[src/rtl/ifetch_pkg.sv]
// Shared types and constants for the instruction fetch unit.
// Optional feature macro: IFETCH_JUMP_PREDECODE_EN (see ifetch_unit).
package ifetch_pkg;

  localparam logic [31:0] RESET_PC = 32'h0000_0000;

  localparam logic [5:0] OP_RTYPE = 6'h00;
  localparam logic [5:0] OP_J     = 6'h02;
  localparam logic [5:0] OP_BEQ   = 6'h04;
  localparam logic [5:0] OP_ADDI  = 6'h08;
  localparam logic [5:0] OP_LW    = 6'h23;
  localparam logic [5:0] OP_SW    = 6'h2b;

  typedef enum logic [1:0] {
    S_IDLE,
    S_REQ,
    S_WAIT,
    S_DISCARD
  } state_t;

  typedef struct packed {
    logic [31:0] pc;
    logic [31:0] instr;
  } fetch_t;

  function automatic logic [31:0] jtarget(
    input logic [3:0]  hi,
    input logic [25:0] idx
  );
    return {hi, idx, 2'b00};
  endfunction

endpackage

[src/rtl/ifetch_buf.sv]
// Two-entry FIFO of fetch entries with flush.
// Push and pop in the same cycle are both honoured, even when full.
module ifetch_buf
  import ifetch_pkg::*;
(
  input  logic       clk,
  input  logic       reset_n,
  input  logic       push,
  input  fetch_t     din,
  input  logic       pop,
  input  logic       flush,
  output fetch_t     dout,
  output logic       full,
  output logic       empty,
  output logic [1:0] count
);

  fetch_t     mem [2];
  logic       wr_q;
  logic       rd_q;
  logic [1:0] cnt_q;
  logic       do_push;
  logic       do_pop;

  assign full    = (cnt_q == 2'd2);
  assign empty   = (cnt_q == 2'd0);
  assign count   = cnt_q;
  assign do_pop  = pop && !empty;
  assign do_push = push && (!full || do_pop);
  assign dout    = mem[rd_q];

  always_ff @(posedge clk or negedge reset_n) begin
    if (!reset_n) begin
      mem[0] <= '0;
      mem[1] <= '0;
      wr_q   <= 1'b0;
      rd_q   <= 1'b0;
      cnt_q  <= 2'd0;
    end else if (flush) begin
      wr_q   <= 1'b0;
      rd_q   <= 1'b0;
      cnt_q  <= 2'd0;
    end else begin
      if (do_push) begin
        mem[wr_q] <= din;
        wr_q      <= ~wr_q;
      end
      if (do_pop) begin
        rd_q <= ~rd_q;
      end
      cnt_q <= cnt_q + {1'b0, do_push} - {1'b0, do_pop};
    end
  end

endmodule

[src/rtl/ifetch_unit.sv]
// Instruction fetch unit: one outstanding imem request, 2-entry buffer.
// Define IFETCH_JUMP_PREDECODE_EN to follow J instructions at fetch.
module ifetch_unit
  import ifetch_pkg::*;
(
  input  logic        clk,
  input  logic        reset_n,
  output logic        imem_req,
  output logic [31:0] imem_addr,
  input  logic        imem_ack,
  input  logic [31:0] imem_rdata,
  output logic        instr_valid,
  input  logic        instr_ready,
  output logic [31:0] instr,
  output logic [31:0] instr_pc,
  output logic [5:0]  op,
  input  logic        redirect_valid,
  input  logic [31:0] redirect_pc
);

  state_t      state_q;
  state_t      state_d;
  logic [31:0] pc_q;
  logic [31:0] pc_d;
  logic [31:0] pc_plus4;
  logic [31:0] pc_adv;
  logic [31:0] addr_q;

  logic        push;
  logic        pop;
  logic        full;
  logic        empty;
  logic [1:0]  count;
  logic [1:0]  cnt_next;
  fetch_t      din;
  fetch_t      dout;

  assign pc_plus4 = pc_q + 32'd4;

`ifdef IFETCH_JUMP_PREDECODE_EN
  assign pc_adv = (imem_rdata[31:26] == OP_J)
                ? jtarget(pc_plus4[31:28], imem_rdata[25:0])
                : pc_plus4;
`else
  assign pc_adv = pc_plus4;
`endif

  assign push = (state_q == S_REQ) && imem_ack && !redirect_valid;
  assign pop  = instr_valid && instr_ready && !redirect_valid;
  assign din  = '{pc: pc_q, instr: imem_rdata};

  assign cnt_next = count + {1'b0, push} - {1'b0, pop};

  ifetch_buf u_buf (
    .clk     (clk),
    .reset_n (reset_n),
    .push    (push),
    .din     (din),
    .pop     (pop),
    .flush   (redirect_valid),
    .dout    (dout),
    .full    (full),
    .empty   (empty),
    .count   (count)
  );

  always_ff @(posedge clk or negedge reset_n) begin
    if (!reset_n) begin
      state_q <= S_IDLE;
      pc_q    <= RESET_PC;
      addr_q  <= RESET_PC;
    end else begin
      state_q <= state_d;
      pc_q    <= pc_d;
      if (state_q == S_REQ && state_d == S_DISCARD) begin
        addr_q <= pc_q;
      end
    end
  end

  // Occupancy plus the in-flight word must never exceed the buffer depth.
  always_comb begin
    state_d = state_q;
    unique case (state_q)
      S_IDLE: state_d = S_REQ;
      S_REQ: begin
        if (redirect_valid) begin
          state_d = imem_ack ? S_REQ : S_DISCARD;
        end else if (imem_ack) begin
          state_d = cnt_next[1] ? S_WAIT : S_REQ;
        end
      end
      S_WAIT: begin
        if (redirect_valid || !full || pop) begin
          state_d = S_REQ;
        end
      end
      S_DISCARD: begin
        if (imem_ack) begin
          state_d = S_REQ;
        end
      end
    endcase
  end

  always_comb begin
    pc_d = pc_q;
    unique case (1'b1)
      redirect_valid: pc_d = {redirect_pc[31:2], 2'b00};
      push:           pc_d = pc_adv;
      default:        pc_d = pc_q;
    endcase
  end

  always_comb begin
    imem_req  = (state_q == S_REQ) || (state_q == S_DISCARD);
    imem_addr = (state_q == S_DISCARD) ? {addr_q[31:2], 2'b00}
                                       : {pc_q[31:2], 2'b00};
  end

  assign instr_valid = !empty;
  assign instr       = dout.instr;
  assign instr_pc    = dout.pc;
  assign op          = dout.instr[31:26];

endmodule

[config.mk]
export PLATFORM = sky130hd
export DESIGN_NAME = ifetch_unit
export DESIGN_NICKNAME = d
export VERILOG_FILES = /design/src/rtl/ifetch_pkg.sv /design/src/rtl/ifetch_buf.sv /design/src/rtl/ifetch_unit.sv
export SDC_FILE = /design/constraint.sdc
export NUM_CORES = 1
export LEC_CHECK = 0
export ABC_AREA = 1
export CAP_MARGIN = 5
export CORE_MARGIN = 2
export CORE_UTILIZATION = 57
export CTS_CLUSTER_SIZE = 14
export DETAILED_ROUTE_END_ITERATION = 10
export PLACE_DENSITY = 0.86
export SLEW_MARGIN = 20
export SYNTH_ARGS = -nofsm -noshare
export SYNTH_HDL_FRONTEND = slang
export SYNTH_SLANG_ARGS = --single-unit
[constraint.sdc]
create_clock -name clk -period 2.9 [get_ports clk]
set_input_delay 0.58 -clock clk [delete_from_list [all_inputs] [get_ports clk]]
set_output_delay 0.58 -clock clk [all_outputs]
set_load 0.02 [all_outputs]
==> results.rst, run 1 <==
.. list-table::
   :header-rows: 1

   * - Metric
     - Value
   * - Outcome
     - finished, final reports clean
   * - Filler Cells Inserted
     - 1,197
   * - Max Fanout on Critical Path
     - 60
   * - Routability congestion estimate
     - 0.948
   * - Setup slack on the worst flop-to-flop path
     - 0.92 ns
   * - Total detailed-routing wirelength
     - 23,400 µm
   * - DIE AREA
     - 17,200 µm²
   * - Number of design rule violations left after detail routing
     - 0
   * - HPWL after detailed placement
     - 16,100 µm
   * - Hold-fix buffers at CTS
     - 0
   * - Net count reported at finish
     - around 1,300
   * - Part of the cycle the worst path needs
     - 0.966
   * - Origin of the worst setup path
     - state_q[0]$_DFF_PN0_
   * - Number of global-route vias before repair
     - around 7,600
   * - Clock period minus worst slack
     - 2.80 ns
   * - Number of vias after detailed routing
     - 8,055
   * - Post-cts repair resize count
     - 0
   * - Number of warning messages in the yosys log
     - 0
   * - Number of nets still failing antenna checks after routing
     - 0
   * - Synthesized area divided by synthesized cell count
     - between 8 and 9 µm²
   * - Worst Hold Class
     - input port to async pin
   * - Relative max-transition margin
     - 0.602
   * - Critical path launch point type
     - register
   * - Category of the worst setup path capture point
     - output pin
   * - Worst Max-Slew Pin Slew
     - 0.596 ns
   * - Number of synthesized flops with an enable pin
     - 0
   * - Crit path arrival time
     - 2.22 ns
   * - Synth top area share
     - 0.516
   * - Peak supply drop
     - 533 µV
   * - GR Layer Usage met2
     - 0.445
   * - TritonCTS Buffers
     - 17
   * - Sequential fraction of the synthesis area
     - 0.516
   * - Post-CTS setup buffer count
     - 0
   * - Floorplan die height
     - about 130 µm
   * - Core region area
     - 15,800 µm²
   * - Flop and latch count out of synthesis
     - 190
   * - Cell accounting for the most synthesized area
     - dfrtp_1
   * - GRT Overall Usage
     - 0.277
   * - Clk_lat worst skew
     - 0.43 ns
   * - Total clock sinks
     - 190
   * - Post-layout power
     - 12.3 mW
   * - Power per cell area
     - 1060 nW/µm²
   * - Worst clock skew
     - 0.00971 ns
   * - Number of inserted diodes
     - 0
   * - Path type of the worst setup path
     - register to output pin
   * - PnR worst setup slack
     - 0.0977 ns
   * - TritonCTS clock tree
     - done
   * - Final Max Tran Viols
     - 0
   * - Required time at the worst-slack endpoint
     - 2.32 ns
   * - Average via count per standard cell
     - 5.52
   * - Fmax achieved
     - 357 MHz
   * - Antenna violations before repair
     - 0
   * - Global-route wire length before repair
     - 38,200 µm
   * - Setup repair after global routing missed its margin
     - no
   * - Primary FF master, synth
     - dfrtp_1
   * - Clock edge transition at the registers on the reported setup and hold paths
     - 0.07 ns
   * - Die X
     - 131 µm
   * - Share of final-layout standard cells stronger than drive strength 1
     - 0.102
   * - Global-route congestion overflow total
     - 0
   * - Per-cell routed wire length
     - 16.0 µm
   * - CTS Buffer Depth
     - 2
   * - Number of H-tree branching levels
     - 4
   * - Count of endpoints failing hold in the final timing report
     - 0
   * - Critical register-to-register path startpoint
     - pc_q[2]$_DFFE_PN0P_
   * - Total number of placement rows
     - 46
   * - Minimum setup slack after placement
     - 0.424 ns
   * - Clock root cell
     - clkbuf_16
   * - Number of DRC violations after detailed-routing iteration 0
     - ~660
   * - Final setup violation count
     - 0
   * - Area overhead of the layout relative to synthesis
     - 26.2%
   * - Total of buffers placed on input and output ports
     - about 170
   * - Max cap viols
     - 0
   * - Fraction of registers with async set/reset
     - 1.00
   * - Most crowded layer after global routing
     - met2
   * - Worst Reg-to-Reg Cells
     - 9
   * - Synthesized area
     - 9210 µm²
   * - Starting Density
     - 0.582
   * - Pin count of the biggest net entering global routing
     - approximately 130
   * - Iteration count of the initial detailed-routing pass
     - 5
   * - Global-route track usage on met1
     - 0.380
   * - Dominant cells by area after synthesis
     - dfrtp_1, nand2_1, mux2_2, o21ai_0, inv_1
   * - Aggregate negative setup slack
     - 0 ns
   * - Number of cells produced by synthesis
     - 1,091
   * - Met3 capacity usage during global routing
     - 0.0567
   * - Leakage
     - approximately 5.5 nW
   * - Number of distinct library cells after synthesis
     - 38
   * - Number of top-level design ports
     - 173
where the power goes:
part,switching (mW),internal (mW),leakage (nW)
logic,2.98,2.51,2.81
registers,0.642,3.75,2.38
clock network,1.04,1.37,0.297
total,4.66,7.63,5.49
cell families (layout without fill, tap and decap cells):
family,after synthesis,after routing,share of synthesized area
flip-flops,190,190,0.516
other,1,4,0.000407
multiplexers,62,62,0.0758
buffers and inverters,159,308,0.0769
AND/OR/NAND/NOR,431,431,0.187
adder cells (fa/ha/maj),3,3,0.00408
AO/OA/AOI/OAI,238,238,0.133
XOR/XNOR,7,7,0.00666
synthesized netlist by cell type, types with 6 or more instances:
cell type / instances
buf_6: 6
o21ai_1: 53
inv_1: 89
clkbuf_1: 26
o21ai_0: 129
dfrtp_1: 190
a21oi_1: 40
mux2_2: 62
nor2_1: 79
nand3_1: 32
buf_2: 19
buf_4: 11
nand2_1: 301
through the flow:
stage / area [µm²] / utilization / cells / hold WS (ns)
2_1_floorplan: 9220 / - / 1094 / 0.284
3_3_place_gp: 11000 / 0.695 / 1427 / 0.459
3_5_place_dp: 11000 / 0.695 / 1427 / 0.468
4_1_cts: 11600 / 0.734 / 1459 / 0.137
6_report: 11600 / 0.735 / 1459 / 0.124
5_1_grt: 11600 / 0.735 / 1459 / 0.159
critical path: stages, from the launching register on:
cell and delay [ns]:
dfrtp_1 0.49, nand2_2 0.14, buf_12 0.24, nor2_1 0.08
a21oi_1 0.19, clkdlybuf4s50_1 0.64
cell type report:
| type | instances | area (µm²) | area share |
|---|---|---|---|
| clock buffers | 17 | 425 | 0.0366 |
| flip-flops and latches | 190 | 4760 | 0.409 |
| repair buffers | 185 | 1880 | 0.162 |
| well taps | 216 | 270 | 0.0232 |
| inverters | 91 | 342 | 0.0294 |
| multi-input cells | 745 | 3770 | 0.324 |
| clock inverters | 15 | 186 | 0.0160 |
final timing paths:
path	to
hold reg to reg	u_buf.mem[30]$_DFFE_PN0P_
hold / removal	u_buf.mem[94]$_DFFE_PN0P_
max in group asynchronous	pc_q[22]$_DFFE_PN0P_
min in group clk	u_buf.mem[30]$_DFFE_PN0P_
setup / recovery	imem_addr[29]
setup reg to reg	pc_q[20]$_DFFE_PN0P_
registers in the layout, indices dropped and copies added (netlist names):
signal	flops
u_buf.rd_q	1
u_buf.count	2
addr_q	30
state_q	2
pc_q	30
u_buf.wr_q	1
u_buf.mem	124
routing by layer:
layer | vias up | routed length, µm
li1 | 3818 | -
met1 | 3833 | 9920
met2 | 357 | 11200
met3 | 47 | 1660
met4 | 0 | 586
met5 | - | 0
layout by cell type (no fill, tap or decap), drive strengths merged, types with 4 or more instances in the layout:
cell / count
a21oi: 40
buf: 20
clkbuf: 17
clkdlybuf4s50: 161
clkinv: 7
conb: 4
dfrtp: 190
dlymetal6s2s: 4
inv: 94
mux2: 62
nand2: 303
nand3: 33
nand4: 4
nor2: 82
nor3: 4
o211ai: 4
o21ai: 185
xor2: 5
No activity file was read; power rests on OpenSTA's default activity.
==> run 2, diff against run 1 <==
Settings changed: CORE_UTILIZATION 57 to 58, SYNTH_HIERARCHICAL from default to 1.
==> run 2 against run 1 <==
Compared with the run above: synthesized area up 14%; sequential cell count up 4; highest routed layer unchanged; combinational power fell by 34%; via count rose by 22%; final cell count up 20%; first-iteration DRC count up 62%; synthesized cell count is 27% higher; global-route usage grew 1.0 points; clock skew increased by 0.00077 ns; sequential power shrank 6.8%; worst hold slack got worse by 0.060 ns.
==> results.rst, run 2 <==
.. list-table::
   :header-rows: 1

   * - Metric
     - Value
   * - Outcome
     - finished, final reports clean
   * - Number of top-level design ports
     - 173 (unchanged)
   * - Setup repair after global routing missed its margin
     - no
   * - Routability congestion estimate
     - 0.898 (-5.3%)
   * - DIE AREA
     - 19,200 µm² (+12%)
   * - Average via count per standard cell
     - 5.61 (+1.7%)
   * - Number of cells produced by synthesis
     - 1,391 (+27%)
   * - Crit path arrival time
     - 2.20 ns (-0.02 ns)
   * - TritonCTS clock tree
     - done
   * - Number of design rule violations left after detail routing
     - 0 (unchanged)
   * - Global-route congestion overflow total
     - 0 (unchanged)
   * - Required time at the worst-slack endpoint
     - 2.32 ns (about the same)
   * - Combinational share of power
     - 0.363 (-0.084)
   * - Worst Hold Class
     - input port to async pin
   * - Most frequent cells in the layout
     - nand2_1, dfrtp_1, clkdlybuf4s50_1, nand4_1, nor2_1
   * - Critical path launch point type
     - register
   * - Hold-fix buffers at CTS
     - 0 (unchanged)
   * - Aggregate negative setup slack
     - 0 ns (unchanged)
   * - Number of inserted diodes
     - 0 (unchanged)
   * - Pin count of the biggest net entering global routing
     - 135 (+8.0%)
   * - Fraction of registers with async set/reset
     - 1.00 (unchanged)
   * - TritonCTS Buffers
     - 17 (unchanged)
   * - Max cap viols
     - 0 (unchanged)
   * - CTS Buffer Depth
     - 2 (unchanged)
   * - Sequential fraction of the synthesis area
     - 0.462 (-0.0539)
   * - Worst Max-Slew Pin Slew
     - 0.747 ns (+0.151 ns)
   * - Register with the most flip-flops
     - u_buf/mem
   * - Category of the worst setup path capture point
     - output pin
   * - Dominant cells by area after synthesis
     - dfrtp_1, nand2_1, nand4_1, nor2_1, nand2_2
   * - Total placed instance area
     - 12,000 µm² (+9.4%)
   * - Post-layout power
     - 10.0 mW (-18%)
   * - Share of final-layout standard cells stronger than drive strength 1
     - 0.0811 (-0.0211)
   * - Post-cts repair resize count
     - 0 (unchanged)
   * - Core region area
     - 17,800 µm² (+13%)
   * - Synthesized area
     - 10,500 µm² (+14%)
   * - Total detailed-routing wirelength
     - 27,800 µm (+19%)
   * - Power per cell area
     - 796 nW/µm² (-25%)
   * - Number of nets still failing antenna checks after routing
     - 0 (unchanged)
   * - Most common library cells after synthesis
     - nand2_1, dfrtp_1, nand4_1, nor2_1, inv_1
   * - Per-cell routed wire length
     - 15.9 µm (-0.65%)
   * - Total number of placement rows
     - 49 (+6.5%)
   * - Largest registers
     - u_buf/mem x128, addr_q x30, pc_q x30
   * - Number of warning messages in the yosys log
     - 6 (+6)
   * - Synth top area share
     - 0.462 (-0.0539)
   * - Final Max Tran Viols
     - 0 (unchanged)
   * - Number of distinct library cells after synthesis
     - 31 (-18%)
   * - Iteration count of the initial detailed-routing pass
     - 7 (+2)
   * - Peak supply drop
     - 473 µV (-11%)
   * - GRT Overall Usage
     - 0.288 (+0.0105)
   * - Cell internal power dissipation
     - 6.32 mW (-17%)
   * - Dominant cell by count in the synthesized netlist
     - nand2_1
   * - HPWL after detailed placement
     - 17,700 µm (+10%)
   * - Power share of the clock group
     - 0.229 (+0.032)
   * - P_sw
     - 3.71 mW (-20%)
   * - Net count reported at finish
     - 1,577 (+21%)
   * - Clock edge transition at the registers on the reported setup and hold paths
     - 0.07 ns (about the same)
   * - Clk_lat worst skew
     - 0.43 ns (about the same)
   * - Number of vias after detailed routing
     - 9,801 (+22%)
   * - Largest register FFs
     - 128 (+3.2%)
   * - Final setup violation count
     - 0 (unchanged)
   * - Sequential cell fraction of total power
     - 0.408 (+0.051)
   * - Total of buffers placed on input and output ports
     - 168 (+1.2%)
   * - Number of DRC violations after detailed-routing iteration 0
     - 1,070 (+62%)
   * - Fin cells
     - 1,746 (+20%)
   * - Number of H-tree branching levels
     - 4 (unchanged)
   * - Flop and latch count out of synthesis
     - 194 (+2.1%)
   * - Area overhead of the layout relative to synthesis
     - 20.1%
   * - Max Fanout on Critical Path
     - 60 (unchanged)
   * - Cell accounting for the most synthesized area
     - dfrtp_1
   * - Fmax achieved
     - 360 MHz (+0.75%)
   * - Primary FF master, synth
     - dfrtp_1
   * - Clock root cell
     - clkbuf_16
   * - Relative max-transition margin
     - 0.502 (-0.100)
   * - Global-route wire length before repair
     - 45,300 µm (+19%)
   * - Post-route core utilization
     - 0.707 (-0.0280)
   * - Number of global-route vias before repair
     - 8,979 (+18%)
   * - Instance count after placement with tap cells included
     - 1,714 (+20%)
   * - Leakage
     - 6.26 nW (+14%)
   * - Die X
     - 139 µm (+5.7%)
   * - Worst clock skew
     - 0.0105 ns (+0.000770 ns)
   * - Starting Density
     - 0.589 (+0.00663)
   * - Post-CTS setup buffer count
     - 0 (unchanged)
   * - Path type of the worst setup path
     - register to output pin
   * - Total clock sinks
     - 194 (+2.1%)
   * - Synthesized area divided by synthesized cell count
     - 7.55 µm² (-11%)
   * - Most common library cell in the layout ignoring fill and taps
     - nand2_1
   * - Non-Filler Cell Area, Final
     - 12,600 µm² (+8.4%)
   * - Number of synthesized flops with an enable pin
     - 0 (unchanged)
   * - Clock period minus worst slack
     - 2.78 ns (-0.0210 ns)
   * - Count of endpoints failing hold in the final timing report
     - 0 (unchanged)
   * - Floorplan die height
     - 139 µm (+5.7%)
   * - Fraction of power spent switching nets
     - 0.370 (-0.00932)
   * - Part of the cycle the worst path needs
     - 0.959 (-0.00723)
   * - Antenna violations before repair
     - 0 (unchanged)
run 2: stage by stage:
step | worst slack (ns) | hold WS (ns)
4_1_cts | 0.127 | 0.0717
3_5_place_dp | 0.356 | 0.458
3_3_place_gp | 0.404 | 0.453
5_1_grt | 0.00191 | 0.0810
6_report | 0.119 | 0.0641
2_1_floorplan | 0.575 | 0.284
run 2: power groups by stage:
| stage | Sequential [mW] | Clock, mW | Combinational (mW) |
|---|---|---|---|
| after floorplan | 3.98 | 0 | 2.24 |
| after global placement | 4.08 | 0 | 3.56 |
| after detailed placement | 4.13 | 0 | 3.64 |
| after CTS | 4.09 | 2.32 | 3.66 |
| after global routing | 4.20 | 2.43 | 4.00 |
| final | 4.09 | 2.29 | 3.64 |
run 2: final cells by class:
cell class | instances | area, µm²
Clock buffer | 19 | 443
Clock inverter | 13 | 128
Fill cell | 1491 | 5230
Inverter | 62 | 233
Multi-Input combinational cell | 1039 | 4700
Sequential cell | 194 | 4860
Tap cell | 229 | 287
Timing Repair Buffer | 190 | 1960
run 2: worst max-delay path, stage by stage, from the launching register on:
cell	delay [ns]
dfrtp_1	0.47
nand2_1	0.16
buf_12	0.24
nor2_1	0.06
a21oi_1	0.17
clkdlybuf4s50_1	0.64
run 2: worst paths after layout:
check,from,to,slack (ns),cells after the start
worst max-delay path,state_q[0]$_DFF_PN0_,imem_addr[21],0.12,5
worst min-delay path,reset_n,u_buf/mem[30]$_DFFE_PN0P_,0.06,1
worst max register to register,u_buf/count[1]$_DFF_PN0_,u_buf/count[1]$_DFF_PN0_,0.84,12
worst min register to register,u_buf/mem[58]$_DFFE_PN0P_,u_buf/mem[58]$_DFFE_PN0P_,0.47,2
max in group asynchronous,reset_n,pc_q[31]$_DFFE_PN0P_,2.10,2
min in group clk,u_buf/mem[58]$_DFFE_PN0P_,u_buf/mem[58]$_DFFE_PN0P_,0.47,2
run 2: kinds of logic (layout without fill, tap and decap cells):
group	Yosys count	count (layout)	synth area share
fa+ha+maj	4	4	0.00477
xor+xnor	2	2	0.00167
other cells	1	6	0.000357
compound gates	96	96	0.0480
flops	194	194	0.462
buf+inv	163	284	0.0919
simple gates	931	931	0.391
run 2: layer usage:
layer  up-vias  part of all wire  GRT usage
met4         0             0.017     0.0747
met1      4606              0.43      0.419
met3        35             0.078     0.0435
met5         -                 0          0
li1       4709                 -          -
met2       451              0.47      0.458
==> run 3, diff against run 2 <==
Settings changed: CORE_UTILIZATION 58 to 49, CTS_CLUSTER_DIAMETER from default to 100, PLACE_DENSITY 0.86 to 0.77.
Clock period 2.9 ns to 2.53 ns, I/O delays scaled along.
==> run 3 against run 2 <==
Compared with the run above: highest routed layer unchanged; worst hold slack gained 0.063 ns; largest cell class unchanged; combinational power grew 7.1%; clock power grew 21%; core utilization shrank 9.8 points; critical endpoint is now instr_pc[9]; setup slack lost 0.060 ns; via count shrank 1.4%; sequential power grew 14%; final cell count grew 3.5%; sequential cell count is the same.
==> results.rst, run 3 (synthesis gave the netlist of run 2 again) <==
.. list-table::
   :header-rows: 1

   * - Metric
     - Value
   * - Peak supply drop
     - 507 µV (+7.3%)
   * - Number of global-route vias before repair
     - 8,769 (-2.3%)
   * - Core region area
     - 21,000 µm² (+18%)
   * - Post-CTS setup buffer count
     - 0 (unchanged)
   * - Post-route core utilization
     - 0.609 (-0.0979)
   * - Global-route congestion overflow total
     - 0 (unchanged)
   * - Most frequent cells in the layout
     - nand2_1, dfrtp_1, nand4_1, nor2_1, clkdlybuf4s50_1
   * - Average via count per standard cell
     - 5.35 (-4.7%)
   * - Worst Reg-to-Reg Cells
     - 9 (-3)
   * - Floorplan die height
     - 150 µm (+8.5%)
   * - Filler Cells Inserted
     - 1,926 (+29%)
   * - Final Max Tran Viols
     - 0 (unchanged)
   * - Clock period minus worst slack
     - between 2 and 2.5 ns
   * - Worst clock skew
     - 0.0105 ns (+0.0000495 ns)
   * - TritonCTS clock tree
     - done
   * - Clock root cell
     - clkbuf_16
   * - Pin count of the biggest net entering global routing
     - 89 (-34%)
   * - GRT Overall Usage
     - 0.251 (-0.0365)
   * - Number of inserted diodes
     - 0 (unchanged)
   * - Power per cell area
     - 888 nW/µm² (+12%)
   * - Origin of the worst setup path
     - u_buf/rd_q$_DFFE_PN0P_
   * - Leakage
     - 6.75 nW (+7.8%)
   * - CTS Buffer Depth
     - 2 (unchanged)
   * - Largest registers
     - u_buf/mem x128, addr_q x30, pc_q x30
   * - Final setup violation count
     - 0 (unchanged)
   * - Max cap viols
     - 0 (unchanged)
   * - Area overhead of the layout relative to synthesis
     - 21.9%
   * - Most common library cell in the layout ignoring fill and taps
     - nand2_1
   * - Register with the most flip-flops
     - u_buf/mem
   * - Antenna violations before repair
     - 0 (unchanged)
   * - Path type of the worst setup path
     - register to output pin
   * - Max Fanout on Critical Path
     - 33 (-45%)
   * - Aggregate negative setup slack
     - 0 ns (unchanged)
   * - Largest register FFs
     - 128 (unchanged)
   * - Category of the worst setup path capture point
     - output pin
   * - Number of vias after detailed routing
     - 9,662 (-1.4%)
   * - Part of the cycle the worst path needs
     - 0.977
   * - TritonCTS Buffers
     - 17 (unchanged)
   * - Crit path arrival time
     - 1.97 ns (-0.23 ns)
   * - Global-route wire length before repair
     - 44,900 µm (-0.88%)
   * - Critical register-to-register path startpoint
     - u_buf/count[1]$_DFF_PN0_
   * - Required time at the worst-slack endpoint
     - 2.02 ns (-0.30 ns)
   * - Worst Hold Class
     - input port to async pin
   * - Per-cell routed wire length
     - 15.8 µm (-0.84%)
   * - Hold slack final
     - 0.127 ns (+0.0632 ns)
   * - Starting Density
     - 0.500 (-0.0891)
   * - Worst Max-Slew Pin Slew
     - 0.740 ns (-0.00680 ns)
   * - Hold-fix buffers at CTS
     - 0 (unchanged)
   * - Routability congestion estimate
     - 0.996 (+11%)
   * - HPWL after detailed placement
     - 18,600 µm (+4.9%)
   * - Capturing point of the worst reg2reg path
     - u_buf/mem[120]$_DFFE_PN0P_
   * - Critical path launch point type
     - register
   * - Relative max-transition margin
     - 0.506 (+0.00453)
   * - Clk_lat worst skew
     - 0.43 ns (about the same)
   * - Number of top-level design ports
     - 173 (unchanged)
   * - Number of design rule violations left after detail routing
     - 0 (unchanged)
   * - Outcome
     - finished, final reports clean
   * - Number of DRC violations after detailed-routing iteration 0
     - 832 (-22%)
   * - Setup slack on the worst flop-to-flop path
     - 0.51 ns (-0.33 ns)
   * - Clock edge transition at the registers on the reported setup and hold paths
     - 0.07 ns (about the same)
   * - Fmax achieved
     - 405 MHz
   * - Fin cells
     - 1,807 (+3.5%)
   * - Total detailed-routing wirelength
     - 28,500 µm (+2.6%)
   * - Iteration count of the initial detailed-routing pass
     - 5 (-2)
   * - Number of nets still failing antenna checks after routing
     - 0 (unchanged)
   * - Number of H-tree branching levels
     - 4 (unchanged)
   * - Total clock sinks
     - 194 (unchanged)
   * - Share of final-layout standard cells stronger than drive strength 1
     - 0.0894 (+0.00834)
   * - Die X
     - 150 µm (+8.5%)
   * - Count of endpoints failing hold in the final timing report
     - 0 (unchanged)
   * - Total of buffers placed on input and output ports
     - 168 (unchanged)
   * - Instance count after placement with tap cells included
     - 1,774 (+3.5%)
   * - Total number of placement rows
     - 53 (+8.2%)
   * - Net count reported at finish
     - 1,592 (+0.95%)
   * - Post-layout power
     - 11.4 mW (+13%)
   * - DIE AREA
     - 22,600 µm² (+18%)
==> run 3: cell types whose count changed in the layout (fill, tap and decap cells not counted), moves of 2 or more <==
cell and change:
dlymetal6s2s_1 +21, dlygate4sd2_1 +62, clkdlybuf4s50_1 -83, bufinv_16 +2, buf_4 +15, buf_12 -2, inv_8 -2
==> run 3: power by group <==
part | total [mW] | leakage [nW] | internal (mW) | switching, mW
Combinational | 3.90 | 4.02 | 1.56 | 2.35
Sequential | 4.68 | 2.45 | 4.04 | 0.643
Clock | 2.78 | 0.287 | 1.59 | 1.19
Total | 11.4 | 6.75 | 7.18 | 4.18
==> run 3: cell type report <==
type                            instances  area, µm²  share of cell area
Multi-Input combinational cell       1039       4700               0.367
Clock inverter                         12        158              0.0123
Sequential cell                       194       4860               0.379
Inverter                               62        233              0.0182
Timing Repair Buffer                  205       2060               0.161
Tap cell                              275        344              0.0269
Clock buffer                           20        447              0.0349
==> run 3: per-stage QoR <==
stage / setup WS [ns] / instance area [µm²]
5_1_grt: -0.00175 / 12800
3_5_place_dp: 0.208 / 12200
6_report: 0.0585 / 12800
4_1_cts: 0.00118 / 12700
3_3_place_gp: 0.221 / 12200
2_1_floorplan: 0.279 / 10500
==> run 3: worst max-delay path by stage <==
stage,to,slack (ns)
after floorplan,u_buf/count[1]$_DFF_PN0_,0.28
after global placement,u_buf/count[1]$_DFF_PN0_,0.22
after detailed placement,u_buf/count[1]$_DFF_PN0_,0.21
after CTS,imem_addr[6],0.001
after global routing,instr_pc[9],-0.002
final,instr_pc[9],0.06
==> run 3: layer usage <==
metal  vias to the layer above  track usage  routed length, µm
li1                       4744            -                  -
met1                      4515        0.360              12600
met2                       366        0.400              13200
met3                        37       0.0370               2210
met4                         0       0.0712                505
met5                         -            0                  0
==> run 3: timing repair <==
| item | CTS | global route |
|---|---|---|
| cloned | 1 | 0 |
| setup endpoints to repair | 90 | 22 |
| gates resized for setup | 63 | 23 |
==> run 3: critical path, stage by stage (launching register included) <==
cell	delay, ns
dfrtp_2	0.44
inv_2	0.11
buf_12	0.22
nand2_1	0.07
nand2_1	0.10
clkdlybuf4s50_1	0.61
